===== src/rtl/dna_word_packer.sv =====
// Packs a serial stream of 2-bit DNA bases into 2N-bit words, digit 0 in the LSBs.
// Latency: a word is valid on word_out one cycle after its N-th base is accepted.
// Backpressure: holds one word in word_out plus one in the assembly buffer; base_ready drops only when both are full.
// Optional feature: define DNA_PACK_FLUSH_EN to add a flush input that closes a partial word.
module dna_word_packer #(
    parameter int N = 6
) (
    input  logic           clk,
    input  logic           rst,
    input  logic [1:0]     base_in,
    input  logic           base_valid,
    output logic           base_ready,
`ifdef DNA_PACK_FLUSH_EN
    input  logic           flush,
`endif
    output logic [2*N-1:0] word_out,
    output logic           word_valid,
    input  logic           word_ready
);

    localparam int CW = (N > 1) ? $clog2(N) : 1;
    localparam logic [CW-1:0] LAST = CW'(N - 1);

    logic [CW-1:0]  cnt_q, cnt_d;
    logic [2*N-1:0] asm_q, asm_d;
    logic           asm_full_q, asm_full_d;
    logic [2*N-1:0] word_out_q, word_out_d;
    logic           word_valid_q, word_valid_d;

    logic           accept;
    logic           slot_free;
    logic           complete;
    logic           close_partial;
    logic [2*N-1:0] merged;

    assign base_ready = !asm_full_q;
    assign word_out   = word_out_q;
    assign word_valid = word_valid_q;

    // Next-state logic: pack incoming bases, move finished words toward the output register
    always_comb begin
        cnt_d         = cnt_q;
        asm_d         = asm_q;
        asm_full_d    = asm_full_q;
        word_out_d    = word_out_q;
        word_valid_d  = word_valid_q;

        accept    = base_valid && !asm_full_q;
        slot_free = !word_valid_q || word_ready;

        // Assembly content with this cycle's base dropped into its digit slot.
        merged = asm_q;
        if (accept) begin
            merged[2*int'(cnt_q) +: 2] = base_in;
        end

        complete = accept && (cnt_q == LAST);

`ifdef DNA_PACK_FLUSH_EN
        // A coincident base is packed first, so a flush on the first base of a
        // word still closes a one-digit word; unwritten digits stay 00.
        close_partial = flush && !asm_full_q && !complete && ((cnt_q != '0) || accept);
`else
        close_partial = 1'b0;
`endif

        if (word_valid_q && word_ready) begin
            word_valid_d = 1'b0;
        end

        if (asm_full_q) begin
            // No base can be accepted while the buffer is full; just drain it when possible.
            if (slot_free) begin
                word_out_d   = asm_q;
                word_valid_d = 1'b1;
                asm_full_d   = 1'b0;
                asm_d        = '0;
            end
        end else if (complete || close_partial) begin
            cnt_d = '0;
            if (slot_free) begin
                word_out_d   = merged;
                word_valid_d = 1'b1;
                asm_d        = '0;
            end else begin
                asm_d      = merged;
                asm_full_d = 1'b1;
            end
        end else if (accept) begin
            asm_d = merged;
            cnt_d = CW'(cnt_q + 1'b1);
        end
    end

    // State registers with asynchronous reset; a reset discards any partial word
    always_ff @(posedge clk or posedge rst) begin
        if (rst) begin
            cnt_q        <= '0;
            asm_q        <= '0;
            asm_full_q   <= 1'b0;
            word_out_q   <= '0;
            word_valid_q <= 1'b0;
        end else begin
            cnt_q        <= cnt_d;
            asm_q        <= asm_d;
            asm_full_q   <= asm_full_d;
            word_out_q   <= word_out_d;
            word_valid_q <= word_valid_d;
        end
    end

endmodule


===== config.mk =====
export PLATFORM = sky130hd
export DESIGN_NAME = dna_word_packer
export DESIGN_NICKNAME = d
export VERILOG_FILES = /design/src/rtl/dna_word_packer.sv
export SDC_FILE = /design/constraint.sdc
export NUM_CORES = 1
export LEC_CHECK = 0
export CAP_MARGIN = 20
export CELL_PAD_IN_SITES_DETAIL_PLACEMENT = 0
export CELL_PAD_IN_SITES_GLOBAL_PLACEMENT = 1
export CORE_MARGIN = 2
export CORE_UTILIZATION = 38
export DETAILED_ROUTE_END_ITERATION = 6
export HOLD_SLACK_MARGIN = 0.06
export PLACE_DENSITY_LB_ADDON = 0.25
export SETUP_SLACK_MARGIN = 0.1
export SLEW_MARGIN = 20
export SYNTH_ARGS = -nofsm -noshare
export SYNTH_HDL_FRONTEND = slang
export SYNTH_SLANG_ARGS = --single-unit

===== constraint.sdc =====
create_clock -name clk -period 2.3 [get_ports clk]
set_input_delay 0.46 -clock clk [delete_from_list [all_inputs] [get_ports clk]]
set_output_delay 0.46 -clock clk [all_outputs]
set_load 0.05 [all_outputs]

* Word-level counts from Yosys, hierarchy flattened *
Index checks and enable logic that the tools add are counted.

storage, ports and cells
  bits in registers = 29
  output and inout port bits = 14
  input port bits = 6
  logic and storage cells = 44

cells by class
  bitwise gates (word level) = 1
  equality and inequality tests = 2
  $add $sub $neg = 2
  multiplexer cells = 20
  shift-type cells = 2
  reductions and logical operators = 12

operator list
  operator                                                                  number
  12-bit two-way mux                                                        10
  4-bit negator with 33-bit output                                          1
  2-bit by 33-bit variable shift with 12-bit output (first input constant)  1
  2-bit by 33-bit indexed part select with 12-bit output                    1
  12-bit bitwise mux                                                        1
  1-bit two-way mux                                                         7
  3-bit two-way mux                                                         2
  2-bit AND reduction                                                       3
  2-bit nonzero test                                                        2
  3-bit by 1-bit adder with 3-bit output (second input constant)            1
  3-bit == test (second input constant)                                     1
  1-bit logical AND                                                         3
  3-bit nonzero test                                                        1
  1-bit zero test                                                           2
  2-bit by 1-bit != test with 1-bit output (second input constant)          1
  1-bit logical OR                                                          1
  1-bit inverter                                                            1

* Depth between registers and ports, before layout *
Gate-level depths: netlist (run 1).

  word-level depth = 7
  depth in mapped cells = 8

* Worst setup path after synthesis (run 1) *
OpenSTA, ideal clock, no wires.

  kind = register to register
  from = reg cnt_q[0]
  to = reg asm_q[3]
  stages on the path, launching flop included = 9
  setup time = 122 ps
  arrival time = 2,096 ps
  path buffers = 1
  path slack = 83 ps
  required time = 2,178 ps
  path through = dfrtp_1 buf_2 inv_1 ha_1 ha_1 o31a_2 nand3_1 mux2_2 a32o_1

on the way
  longest elaborated chain between the ends = 7
  elaborated cells on any way between the ends = 13

ends and longest elaborated chain
  item                                                                                                                                RTL line  text
  start, declared                                                                                                                     24        logic [CW-1:0] cnt_q, cnt_d;
  start signal, assigned                                                                                                              104       cnt_q <= cnt_d;
  4-bit negator with 33-bit output                                                                                                    54        merged[2*int'(cnt_q) +: 2] = base_in;
  2-bit by 33-bit indexed part select with 12-bit output / 2-bit by 33-bit variable shift with 12-bit output (equally long branches)  54
  12-bit bitwise mux                                                                                                                  54
  12-bit two-way mux                                                                                                                  53        if (accept) begin
  12-bit two-way mux, on equally long branches                                                                                        89, 81
  12-bit two-way mux                                                                                                                  79        end else if (complete || close_partial) begin
  12-bit two-way mux                                                                                                                  71        if (asm_full_q) begin
  end signal, assigned                                                                                                                105       asm_q <= asm_d;
  end, declared                                                                                                                       25        logic [2*N-1:0] asm_q, asm_d;

Parallel ways exist; a longest one is shown, timed or not. The select of a mux whose other input is x is not followed.
A chain may end at the register's enable or synchronous reset.

* Final worst setup path (run 1) *
Same ends and word-level chain as after synthesis.

==> metrics.log, run 1 <==
INFO  metric status = finished clean
INFO  metric post-synth-top-count-cell = sky130_fd_sc_hd__dfrtp_1
INFO  metric fmax = 0.493 GHz
INFO  metric initial_standard_cell_utilization_of_the_core = 0.399
INFO  metric synth-edff-count = 0
INFO  metric holdPathEnd = asm_q[11]
INFO  metric netlist_instances = 163
INFO  metric cts_setup_buffers = 0
INFO  metric syn_nets = 176
INFO  metric remaining_number_of_nets_flagged_by_the_antenna_check_after_routing = 0
INFO  metric worst_r2r_endpoint = asm_q[3]
INFO  metric power_per_cell_area = 1290 nW/um2
INFO  metric cts.reportedPaths.clkPinSlew = 70 ps
INFO  metric grt_use_total = 0.177
INFO  metric syn_avg_cell_area = 9.86 um2
INFO  metric pwr-share-seq = 0.295
INFO  metric clock_latency = 290 ps
INFO  metric crit_path_max_fanout = 5
INFO  metric multi_input_comb_area = 818 um2
INFO  metric viasPerCell = 5.33
INFO  metric finalSetupViolations = 0
INFO  metric cts_inserted_buffers = 5
INFO  metric deepest_level_of_the_cts_h_tree = 2
INFO  metric fill_cells = 385
INFO  metric p_int = 1.42 mW
INFO  metric die_height = 69.0 um
INFO  metric gpl.final_weighted_congestion = 0.881
INFO  metric drv_slew = 0
INFO  metric synthTopCellsByCount = sky130_fd_sc_hd__dfrtp_1 (29), sky130_fd_sc_hd__nand2_1 (20), sky130_fd_sc_hd__nor2_1 (13)
INFO  metric yosys_warnings = 0
INFO  metric grt_max_degree = 30
INFO  metric critical_path_required = 2480 ps
INFO  metric synth-seq-area-share = 0.451
INFO  metric synth_flop_cell = sky130_fd_sc_hd__dfrtp_1
INFO  metric synth.top_cells.by_area = sky130_fd_sc_hd__dfrtp_1 (45%), sky130_fd_sc_hd__ha_1 (5.4%), sky130_fd_sc_hd__mux2i_1 (5.0%)
INFO  metric routed_wl = 3880 um
INFO  metric fp-row-count = 23
INFO  metric wire_length_of_the_first_global_routing_pass = 6600 um
INFO  metric yosysTopAreaCellShare = 0.451
INFO  metric hold_vio_cnt_final = 0
INFO  metric min_period = 2030 ps
INFO  metric fin_crit_sh = 0.883
INFO  metric yosysTopAreaCell = sky130_fd_sc_hd__dfrtp_1
INFO  metric number_of_inserted_diodes = 0
INFO  metric io_pins = 20
INFO  metric final.setup_skew = 6.50 ps
INFO  metric placeableCoreArea = 4030 um2
INFO  metric holdCritPathClass = flop to flop
INFO  metric grt_remaining_overflow = 0
INFO  metric via_count_of_the_first_global_routing_pass = 1,326
INFO  metric holdCritStartpoint = asm_q[11]
INFO  metric reg2reg_setup_slack = 270 ps
INFO  metric routedWlPerCell = 15.8 um
INFO  metric cts_tree = built
INFO  metric holdBufCountCts = 0
INFO  metric drt-initial-drc-count = 32
INFO  metric dieArea = 4770 um2
INFO  metric synth_seq_cells = 29
INFO  metric reported_leakage_power = 0.895 nW
INFO  metric die_x = 69.0 um
INFO  metric worst_case_clock_buffer_depth = 2
INFO  metric numClockSinks = 29
INFO  metric antenna_found_initial = 0
INFO  metric path_class = flop to flop
INFO  metric fin_nets = 207
INFO  metric worstPathArrival = 2210 ps
INFO  metric share_of_cells_above_drive_strength_1 = 0.149
INFO  metric power.share.clock = 0.157
INFO  metric rsz0062_at_grt = no
INFO  metric switching_share = 0.452
INFO  metric drt_first_pass_iters = 4
INFO  metric dr_total_vias = 1,306
INFO  metric hold_path_depth = 2
INFO  metric setup-tns-final = 0 ps
INFO  metric worst_vdd_drop = 0.000497 V
INFO  metric timing_worst_slew_pin_value = 756 ps
INFO  metric portBuffers = 19
INFO  metric share_comb_of_total_power = 0.548
INFO  metric slew_headroom = 0.490
INFO  metric drv.max_cap_violation_count = 0
INFO  metric synth-async-reset-ratio = 1.00
INFO  metric synthToLayoutAreaGrowth = 24.7%
INFO  metric regToRegStartpoint = cnt_q[0]
INFO  metric drc_errors = 0
INFO  metric cts_root_buffer = sky130_fd_sc_hd__clkbuf_8
INFO  metric p_total = 2.58 mW
INFO  metric p_sw = 1.17 mW
INFO  metric cts_resized = 0
INFO  metric seqCellArea = 726 um2
INFO  metric end_kind = flop
INFO  metric startpoint_type = flop
INFO  metric synth_area = 1610 um2
INFO  metric yosysUniqueCellTypes = 39
INFO  metric rr_worst_depth = 7
INFO  metric layout.core_utilization = 0.498
INFO  metric dp.final_hpwl = 2830 um
-- power by group through the flow --
stage	combinational (mW)	sequential, mW	clock, mW
after floorplan	0.622	1.14	0
after global placement	1.40	0.763	0
after detailed placement	1.42	0.774	0
after CTS	1.42	0.766	0.414
after global routing	1.51	0.789	0.435
final	1.41	0.763	0.405
-- cell usage in the layout, fill, tap and decap left out, types with 2 or more instances in the layout --
cell | Yosys | layout
sky130_fd_sc_hd__a31oi_1 | 5 | 5
sky130_fd_sc_hd__clkinv_2 | 0 | 2
sky130_fd_sc_hd__o41ai_1 | 2 | 2
sky130_fd_sc_hd__a32o_1 | 3 | 3
sky130_fd_sc_hd__mux2_2 | 2 | 2
sky130_fd_sc_hd__dfrtp_1 | 29 | 29
sky130_fd_sc_hd__o311ai_0 | 2 | 2
sky130_fd_sc_hd__nor2b_1 | 3 | 3
sky130_fd_sc_hd__nor3_1 | 2 | 2
sky130_fd_sc_hd__nand2_1 | 20 | 20
sky130_fd_sc_hd__o22ai_1 | 2 | 2
sky130_fd_sc_hd__and2_1 | 2 | 2
sky130_fd_sc_hd__nor2_1 | 13 | 13
sky130_fd_sc_hd__o22a_1 | 5 | 5
sky130_fd_sc_hd__clkdlybuf4s50_1 | 0 | 18
sky130_fd_sc_hd__a21oi_1 | 5 | 5
sky130_fd_sc_hd__a22o_1 | 4 | 4
sky130_fd_sc_hd__nand3_1 | 5 | 5
sky130_fd_sc_hd__buf_4 | 0 | 14
sky130_fd_sc_hd__o21ai_0 | 8 | 8
sky130_fd_sc_hd__clkbuf_8 | 0 | 5
sky130_fd_sc_hd__inv_1 | 8 | 8
sky130_fd_sc_hd__ha_1 | 7 | 6
sky130_fd_sc_hd__mux2i_1 | 8 | 8
sky130_fd_sc_hd__nand2b_1 | 5 | 5
-- cells by family after synthesis --
| kind of cell | count (synthesis) | share of synthesized area |
|---|---|---|
| flops | 29 | 0.451 |
| buf+inv | 16 | 0.0475 |
| mux | 10 | 0.0638 |
| compound gates | 42 | 0.190 |
| fa+ha+maj | 7 | 0.0545 |
| simple gates | 59 | 0.193 |
-- area by class of cell --
cell class	instances	area share
flip-flops and latches	29	0.362
clock buffers	6	0.0362
multi-input cells	118	0.408
well taps	50	0.0312
repair buffers	32	0.142
inverters	8	0.0150
clock inverters	2	0.00499
-- routing by layer --
layer	track usage	vias up	part of all wire
li1	-	651	-
met1	0.226	629	0.48
met2	0.286	21	0.47
met3	0.0468	5	0.036
met4	0.0654	0	0.017
met5	0	-	0
-- metrics by stage --
| stage | setup WS (ps) | hold slack (ps) | instances | area (um2) |
|---|---|---|---|---|
| global route | 156 | 516 | 245 | 2000 |
| CTS | 261 | 494 | 245 | 2000 |
| global placement | 145 | 468 | 237 | 1920 |
| finish | 270 | 493 | 245 | 2000 |
| floorplan | 143 | 450 | 163 | 1620 |
| detailed placement | 130 | 479 | 237 | 1920 |
-- flip-flops by register name (all words and copies together), names as in the netlist --
register,flops
asm_q,12
word_out,12
asm_full_q,1
cnt_q,3
word_valid,1
-- worst max-delay path, cell delays in order (launching register included) --
cell and delay, ps:
sky130_fd_sc_hd__dfrtp_1 360, sky130_fd_sc_hd__inv_1 100, sky130_fd_sc_hd__ha_1 260, sky130_fd_sc_hd__ha_4 320, sky130_fd_sc_hd__o31a_2 210, sky130_fd_sc_hd__nand3_1 130, sky130_fd_sc_hd__mux2_2 300, sky130_fd_sc_hd__a32o_1 250
-- worst max-delay path by stage --
stage / slack [ps] / from / end
after floorplan: 140 / cnt_q[0] / asm_q[3]
after CTS: 260 / cnt_q[0] / asm_q[3]
after global routing: 160 / cnt_q[0] / asm_q[0]
after global placement: 140 / base_valid / asm_q[0]
after detailed placement: 130 / base_valid / asm_q[2]
final: 270 / cnt_q[0] / asm_q[3]
(Power assumes the default switching activity.)
==> inputs of run 2 (changes only) <==
SETUP_SLACK_MARGIN = unset   (was 0.1)
==> metrics.log, run 2 (synthesized netlist as in run 1, its figures left out) <==
INFO  metric startpoint_type = flop
INFO  metric placeableCoreArea = 4030 um2
INFO  metric hold_vio_cnt_final = 0
INFO  metric holdCritPathClass = flop to flop
INFO  metric cts_inserted_buffers = 5
INFO  metric p_int = 1.41 mW
INFO  metric share_comb_of_total_power = 0.545
INFO  metric grt_use_total = 0.179
INFO  metric antenna_found_initial = 0
INFO  metric cts.reportedPaths.clkPinSlew = 70 ps
INFO  metric critical_path_required = 2470 ps
INFO  metric clock_latency = 280 ps
INFO  metric cts_setup_buffers = 0
INFO  metric worstPathArrival = 2230 ps
INFO  metric fin_crit_sh = 0.897
INFO  metric die_height = 69.0 um
INFO  metric p_sw = 1.16 mW
INFO  metric path_class = flop to flop
INFO  metric reported_leakage_power = 0.901 nW
INFO  metric mostFrequentLayoutCell = sky130_fd_sc_hd__dfrtp_1
INFO  metric fp-row-count = 23
INFO  metric fin_nets = 208
INFO  metric rr_worst_depth = 7
INFO  metric crit_path_max_fanout = 5
INFO  metric grt_remaining_overflow = 0
INFO  metric critical_path_buf_inv_count = 1
INFO  metric cts_root_buffer = sky130_fd_sc_hd__clkbuf_8
INFO  metric drt_first_pass_iters = 4
INFO  metric portBuffers = 19
INFO  metric drt-initial-drc-count = 39
INFO  metric pwr-share-seq = 0.296
INFO  metric dieArea = 4770 um2
INFO  metric remaining_number_of_nets_flagged_by_the_antenna_check_after_routing = 0
INFO  metric routedWlPerCell = 15.7 um
INFO  metric status = finished clean
INFO  metric deepest_level_of_the_cts_h_tree = 2
INFO  metric drv_slew = 0
INFO  metric io_pins = 20
INFO  metric number_of_inserted_diodes = 0
INFO  metric dp.final_hpwl = 2860 um
INFO  metric slew_headroom = 0.493
INFO  metric path_cells = inv_1 -> ha_1 -> ha_1 -> o31a_2 -> nand3_1 -> mux2_2 -> a32o_1
INFO  metric setup-tns-final = 0 ps
INFO  metric cts_tree = built
INFO  metric initial_standard_cell_utilization_of_the_core = 0.399
INFO  metric crit_top_cell = sky130_fd_sc_hd__ha_1
INFO  metric die_x = 69.0 um
INFO  metric share_of_cells_above_drive_strength_1 = 0.153
INFO  metric drv.max_cap_violation_count = 0
INFO  metric holdBufCountCts = 0
INFO  metric post-place-ws = 70.5 ps
INFO  metric gpl.final_weighted_congestion = 0.906
INFO  metric postLayoutSetupSlackWorst = 236 ps
INFO  metric worst_case_clock_buffer_depth = 2
INFO  metric fmax = 0.484 GHz
INFO  metric numClockSinks = 29
INFO  metric final.setup_skew = 9.58 ps
INFO  metric critPathSlowestCell = sky130_fd_sc_hd__dfrtp_1
INFO  metric cp_top_family = adder cells
INFO  metric dr_total_vias = 1,325
INFO  metric layout_common_cells = sky130_fd_sc_hd__dfrtp_1 (29), sky130_fd_sc_hd__nand2_1 (20), sky130_fd_sc_hd__clkdlybuf4s50_1 (18)
INFO  metric finalSetupViolations = 0
INFO  metric timing_worst_slew_pin_value = 751 ps
INFO  metric timing.critical_path.depth = 7
INFO  metric power_per_cell_area = 1280 nW/um2
INFO  metric switching_share = 0.451
INFO  metric rsz0062_at_grt = no
INFO  metric hold_path_depth = 2
INFO  metric drc_errors = 0
INFO  metric end_kind = flop
INFO  metric cts_resized = 0
INFO  metric wire_length_of_the_first_global_routing_pass = 6820 um
INFO  metric grt_max_degree = 30
INFO  metric synthToLayoutAreaGrowth = 25.4%
INFO  metric worst_path_largest_cell_delay = 340 ps
INFO  metric via_count_of_the_first_global_routing_pass = 1,403
INFO  metric p_total = 2.57 mW
INFO  metric viasPerCell = 5.39
INFO  metric min_period = 2060 ps
INFO  metric power.share.clock = 0.159
INFO  metric worst_vdd_drop = 0.000577 V
INFO  metric routed_wl = 3870 um
[run 2: worst min-delay path: stages, from the launching register on]
cell	delay, ps
sky130_fd_sc_hd__dfrtp_1	350
sky130_fd_sc_hd__nand2_1	50
sky130_fd_sc_hd__o21ai_0	60
[run 2: area by class of cell]
type	instances	area, um2
Sequential cell	29	726
Fill cell	381	2010
Clock inverter	3	17.5
Clock buffer	5	68.8
Tap cell	50	62.6
Timing Repair Buffer	33	305
Multi-Input combinational cell	118	806
Inverter	8	30.0
[run 2: routing by layer]
| layer | up-vias | part of all wire | track usage |
|---|---|---|---|
| met5 | - | 0 | 0 |
| met4 | 0 | 0.014 | 0.0523 |
| met3 | 7 | 0.052 | 0.0541 |
| met2 | 39 | 0.48 | 0.294 |
| met1 | 627 | 0.45 | 0.229 |
| li1 | 652 | - | - |
[run 2: power by group through the flow]
stage | sequential (mW) | clock, mW | combinational [mW]
3_3_place_gp | 0.765 | 0 | 1.41
3_5_place_dp | 0.774 | 0 | 1.41
5_1_grt | 0.786 | 0.457 | 1.51
6_report | 0.762 | 0.410 | 1.40
4_1_cts | 0.766 | 0.424 | 1.41
2_1_floorplan | 1.14 | 0 | 0.596
[run 2: final timing paths]
check / endpoint / slack (ps) / startpoint
setup reg to reg: asm_q[3] / 240 / cnt_q[0]
setup / recovery: asm_q[3] / 240 / cnt_q[0]
hold reg to reg: asm_q[10] / 500 / asm_q[10]
max in group asynchronous: asm_q[0] / 1470 / rst
min in group asynchronous: word_out[11] / 540 / rst
hold / removal: asm_q[10] / 500 / asm_q[10]
[run 2: metrics by stage]
| stage | std cells | hold slack [ps] | util | area, um2 |
|---|---|---|---|---|
| floorplan | 163 | 450 | - | 1610 |
| global placement | 238 | 467 | 0.479 | 1930 |
| detailed placement | 238 | 477 | 0.479 | 1930 |
| CTS | 246 | 496 | 0.500 | 2020 |
| global route | 246 | 524 | 0.500 | 2020 |
| finish | 246 | 496 | 0.500 | 2020 |
==> edit 1 (config.mk and constraints of run 1) <==
Set the parameter `N` to 7 (it was 6).
--- a/src/rtl/dna_word_packer.sv
+++ b/src/rtl/dna_word_packer.sv
@@ -4,5 +4,5 @@
 // Optional feature: define DNA_PACK_FLUSH_EN to add a flush input that closes a partial word.
 module dna_word_packer #(
-    parameter int N = 6
+    parameter int N = 7
 ) (
     input  logic           clk,
Interface: changed (resized word_out); port bits go from 20 to 22. No check against the original RTL was run, so the function may have changed too.
==> edit 1 against run 1 <==
Register-to-register slack got worse by 0.07 ns; clock power increased by 2%; global-route usage decreased by 1.7 points; final area increased by 5.6%; total power increased by 11%; wire length decreased by 9.7%; sequential cell count increased by 4; critical path depth decreased by 5; worst setup slack got worse by 0.083 ns; synthesized area increased by 1.9%; largest cell class is now sequential cells.
==> edit 1: results <==
export IMPL_numCtsBuffers=5
export IMPL_synth_mux_area_frac=0.0856
export IMPL_viasPerCell=5.27
export IMPL_num_antenna_cells=0
export IMPL_first_pass_iters=4
export IMPL_grt_pass1_wl_um=6240
export IMPL_clockBufferDepth=2
export IMPL_drive_gt1_frac=0.170
export IMPL_dp_hpwl_um=2520
export IMPL_synth_area_leaders="dfrtp_1, mux2i_1, a32o_1, a21oi_1, nor2_1"
export IMPL_antenna_found_initial=0
export IMPL_reg2reg_depth=7
export IMPL_drt_initial_drc_count=47
export IMPL_synth_compound_area_share=0.180
export IMPL_nets=204
export IMPL_syn_num_nets=166
export IMPL_cts_clk_slew_worst_paths_ns=0.07
export IMPL_fillers=380
export IMPL_ys_seq_area_frac=0.504
export IMPL_grt_max_degree=34
export IMPL_worstHoldPathCells=1
export IMPL_outcome="completed"
export IMPL_ys_types=29
export IMPL_grt_total_usage=0.159
export IMPL_io_buffer_count=21
export IMPL_grt_pass1_vias=1317
export IMPL_leakagePower_nw=0.882
export IMPL_peakVddDrop_uv=716
export IMPL_yosys_warnings=0
export IMPL_max_slew_worst_pin_slew_ns=0.501
export IMPL_hold_path_class="flop to flop"
export IMPL_synth_xor_area_frac=0
export IMPL_htreeDepth=2
export IMPL_synthArstFlopShare=1.00
export IMPL_clk_latency_ns=0.28
export IMPL_routabilityCongestion=0.825
export IMPL_synthAdderAreaFrac=0.0382
export IMPL_cp_max_fo=7
export IMPL_cts_root_buf="clkbuf_8"
export IMPL_skew_ns=0.00475
export IMPL_avgRoutedWirePerCell_um=14.3
export IMPL_worstPathArrival_ns=1.65
export IMPL_synth_commonest_cells="dfrtp_1, nor2_1, a21oi_1"
-- edit 1: cell count changes after synthesis, moves of 4 or more --
cell     before  now
a21oi_1       5   15
inv_1         8   12
nand2_1      20    5
nor2_1       13   19
o22a_1        5    0
dfrtp_1      29   33
a32o_1        3   10
mux2i_1       8   14
buf_2         6    2
nand3_1       5    0
a22o_1        4    0
-- edit 1: worst paths after layout --
path | slack (ns) | end | startpoint
max in group asynchronous | 1.43 | word_out[9]$_DFFE_PP0P_ | rst
min in group asynchronous | 0.57 | asm_q[12]$_DFFE_PP0P_ | rst
min | 0.49 | asm_q[4]$_DFFE_PP0P_ | asm_q[4]$_DFFE_PP0P_
min reg2reg | 0.49 | asm_q[4]$_DFFE_PP0P_ | asm_q[4]$_DFFE_PP0P_
max reg2reg | 0.20 | word_out[1]$_DFFE_PP0P_ | cnt_q[0]$_DFFE_PP0P_
max | 0.19 | base_ready | asm_full_q$_DFF_PP0_
-- edit 1: cells by family (layout without fill, tap and decap cells) --
family	count (synthesis)	after routing
buffers and inverters	17	56
flip-flops	33	33
AO/OA/AOI/OAI	44	44
AND/OR/NAND/NOR	42	42
adder cells (fa/ha/maj)	5	5
multiplexers	14	14
-- edit 1: critical path, cell delays in order (launching register included) --
cell             delay, ns
dfrtp_1               0.43
inv_1                 0.13
clkdlybuf4s50_1       0.81
-- edit 1: layer usage --
| metal | global-route usage | wire, um |
|---|---|---|
| met1 | 0.207 | 1670 |
| met5 | 0 | 0 |
| met4 | 0.0513 | 31 |
| met2 | 0.267 | 1680 |
| met3 | 0.0320 | 114 |
-- edit 1: what timing repair did --
action	CTS	global route
gates cloned	0	0
setup endpoints to repair	2	2
pin swaps	1	1
hold buffers	0	0
gates resized for setup	0	0
setup buffers	0	1
-- edit 1: final cells by class --
class / instances / area [sq um] / share of cell area
Clock inverter: 2 / 10.0 / 0.00473
Clock buffer: 6 / 72.6 / 0.0343
Multi-Input combinational cell: 105 / 778 / 0.368
Sequential cell: 33 / 826 / 0.390
Timing Repair Buffer: 36 / 323 / 0.152
Tap cell: 50 / 62.6 / 0.0296
Inverter: 12 / 45.0 / 0.0213
-- edit 1: where the power goes --
part	switching (W)	total [W]	internal [W]	leakage, nW
sequential	0.0000990	0.000873	0.000774	0.427
combinational	0.000983	0.00157	0.000590	0.411
clock	0.000203	0.000413	0.000209	0.0450
-- edit 1: through the flow --
stage | setup WS [ns] | cells | cell area, sq um | hold slack [ns]
after global routing | 0.102 | 244 | 2120 | 0.517
after global placement | 0.128 | 235 | 2030 | 0.472
after detailed placement | 0.0692 | 235 | 2030 | 0.481
after floorplan | 0.0894 | 155 | 1670 | 0.465
final | 0.187 | 244 | 2120 | 0.492
after CTS | 0.168 | 243 | 2110 | 0.496
==> edit 2 (config.mk and constraints of run 1) <==
Made on the original files. `word_out_q` no longer has a reset.
--- a/src/rtl/dna_word_packer.sv
+++ b/src/rtl/dna_word_packer.sv
@@ -99,5 +99,4 @@
             asm_q        <= '0;
             asm_full_q   <= 1'b0;
-            word_out_q   <= '0;
             word_valid_q <= 1'b0;
         end else begin
@@ -105,9 +104,12 @@
             asm_q        <= asm_d;
             asm_full_q   <= asm_full_d;
-            word_out_q   <= word_out_d;
             word_valid_q <= word_valid_d;
         end
     end
 
+    always_ff @(posedge clk) begin
+        word_out_q <= word_out_d;
+    end
+
 endmodule
 
Formal check against the unedited RTL: differs if rst is asserted again (counterexample within 10 cycles, from zero or initial values and one cycle with rst high); with rst held inactive, the same outputs for 10 cycles.
==> edit 2 against run 1 <==
Wire length shrank 20%; sequential cell count is the same; total power shrank 27%; via count shrank 15%; final area shrank 2.6%; worst setup slack lost 0.092 ns; synthesized area shrank 5.9%; critical path type unchanged.
==> edit 2: results <==
export IMPL_dpl_cell_count=206
export IMPL_dp_hpwl_um=2290
export IMPL_reg2reg_to="word_out[9]$_DFFE_PP_"
export IMPL_powerClk_w=0.000466
export IMPL_drt_wl_total_um=3080
export IMPL_ys_types=38
export IMPL_cts_root_buf="clkbuf_8"
export IMPL_power_frac_clock=0.246
export IMPL_leakagePower_nw=0.824
export IMPL_cp_max_fo=6
export IMPL_drt_initial_drc_count=48
export IMPL_skew_ns=0.00949
export IMPL_reg2reg_depth=6
export IMPL_vias=1111
export IMPL_routabilityCongestion=0.857
export IMPL_synth_commonest_cells="dfrtp_1, nand2_1, edfxtp_1"
export IMPL_synth_area_leaders="dfrtp_1, edfxtp_1, ha_1, a22o_1, nand2_1"
export IMPL_worstPathArrival_ns=2.15
export IMPL_synth_edf_count=12
export IMPL_grt_total_usage=0.165
export IMPL_syn_num_nets=144
export IMPL_min_to="asm_q[1]$_DFFE_PP0P_"
export IMPL_relSlewSlack=0.554
export IMPL_core_area_sq_mm=0.00374
export IMPL_grt_max_degree=18
export IMPL_outcome="completed"
export IMPL_power_switching_w=0.000691
export IMPL_clk_latency_ns=0.28
export IMPL_worst_slack_ns=0.178
export IMPL_place_area_sq_mm=0.00185
export IMPL_pre_cts_slack_ns=0.129
export IMPL_hold_path_class="flop to flop"
export IMPL_worstHoldPathCells=1
export IMPL_avgRoutedWirePerCell_um=14.4
export IMPL_pwr_share_comb=0.417
export IMPL_crit_family="simple AND/OR/NAND/NOR gates"
export IMPL_cpPeakStageDelay_ns=0.38
export IMPL_nets=178
export IMPL_numCtsBuffers=5
export IMPL_synthArstFlopShare=0.586
export IMPL_drive_gt1_frac=0.223
export IMPL_post_cts_buffers=0
export IMPL_hold_ws_ns=0.479
export IMPL_holdCritStartpoint="asm_q[1]$_DFFE_PP0P_"
export IMPL_grt_pass1_wl_um=5310
export IMPL_rr_startpoint="cnt_q[0]$_DFFE_PP0P_"
export IMPL_peakVddDrop_uv=474
export IMPL_synthFlopType="dfrtp_1"
export IMPL_clockBufferDepth=2
export IMPL_ys_seq_area_frac=0.519
export IMPL_reg2reg_slack_ns=0.18
export IMPL_cpMaxStageDelayCell="dfrtp_2"
export IMPL_fillers=348
export IMPL_syn_inst=131
export IMPL_critPathKind="flop to flop"
export IMPL_antenna_found_initial=0
## edit 2: layout make-up
class / count / area (sq um) / share of cell area
well taps: 48 / 60.1 / 0.0308
repair buffers: 29 / 265 / 0.136
clock inverters: 1 / 5.00 / 0.00256
inverters: 10 / 40.0 / 0.0205
multi-input cells: 90 / 698 / 0.358
flip-flops and latches: 29 / 787 / 0.403
clock buffers: 7 / 96.3 / 0.0494
## edit 2: metal layers
layer,routed length [um],global-route usage,part of all wire,up-vias
li1,-,-,-,551
met1,1450,0.214,0.47,527
met2,1480,0.257,0.48,31
met3,148,0.0524,0.048,2
met4,14,0.0561,0.0045,0
met5,0,0,0,-
## edit 2: cells by family (layout without fill, tap and decap cells)
kind of cell,Yosys count,in the layout,share of synthesized area
flip-flops,29,29,0.519
multiplexers,6,6,0.0430
adder cells (fa/ha/maj),7,7,0.0579
AND/OR/NAND/NOR,48,48,0.200
AO/OA/AOI/OAI,29,29,0.142
buffers and inverters,12,47,0.0372
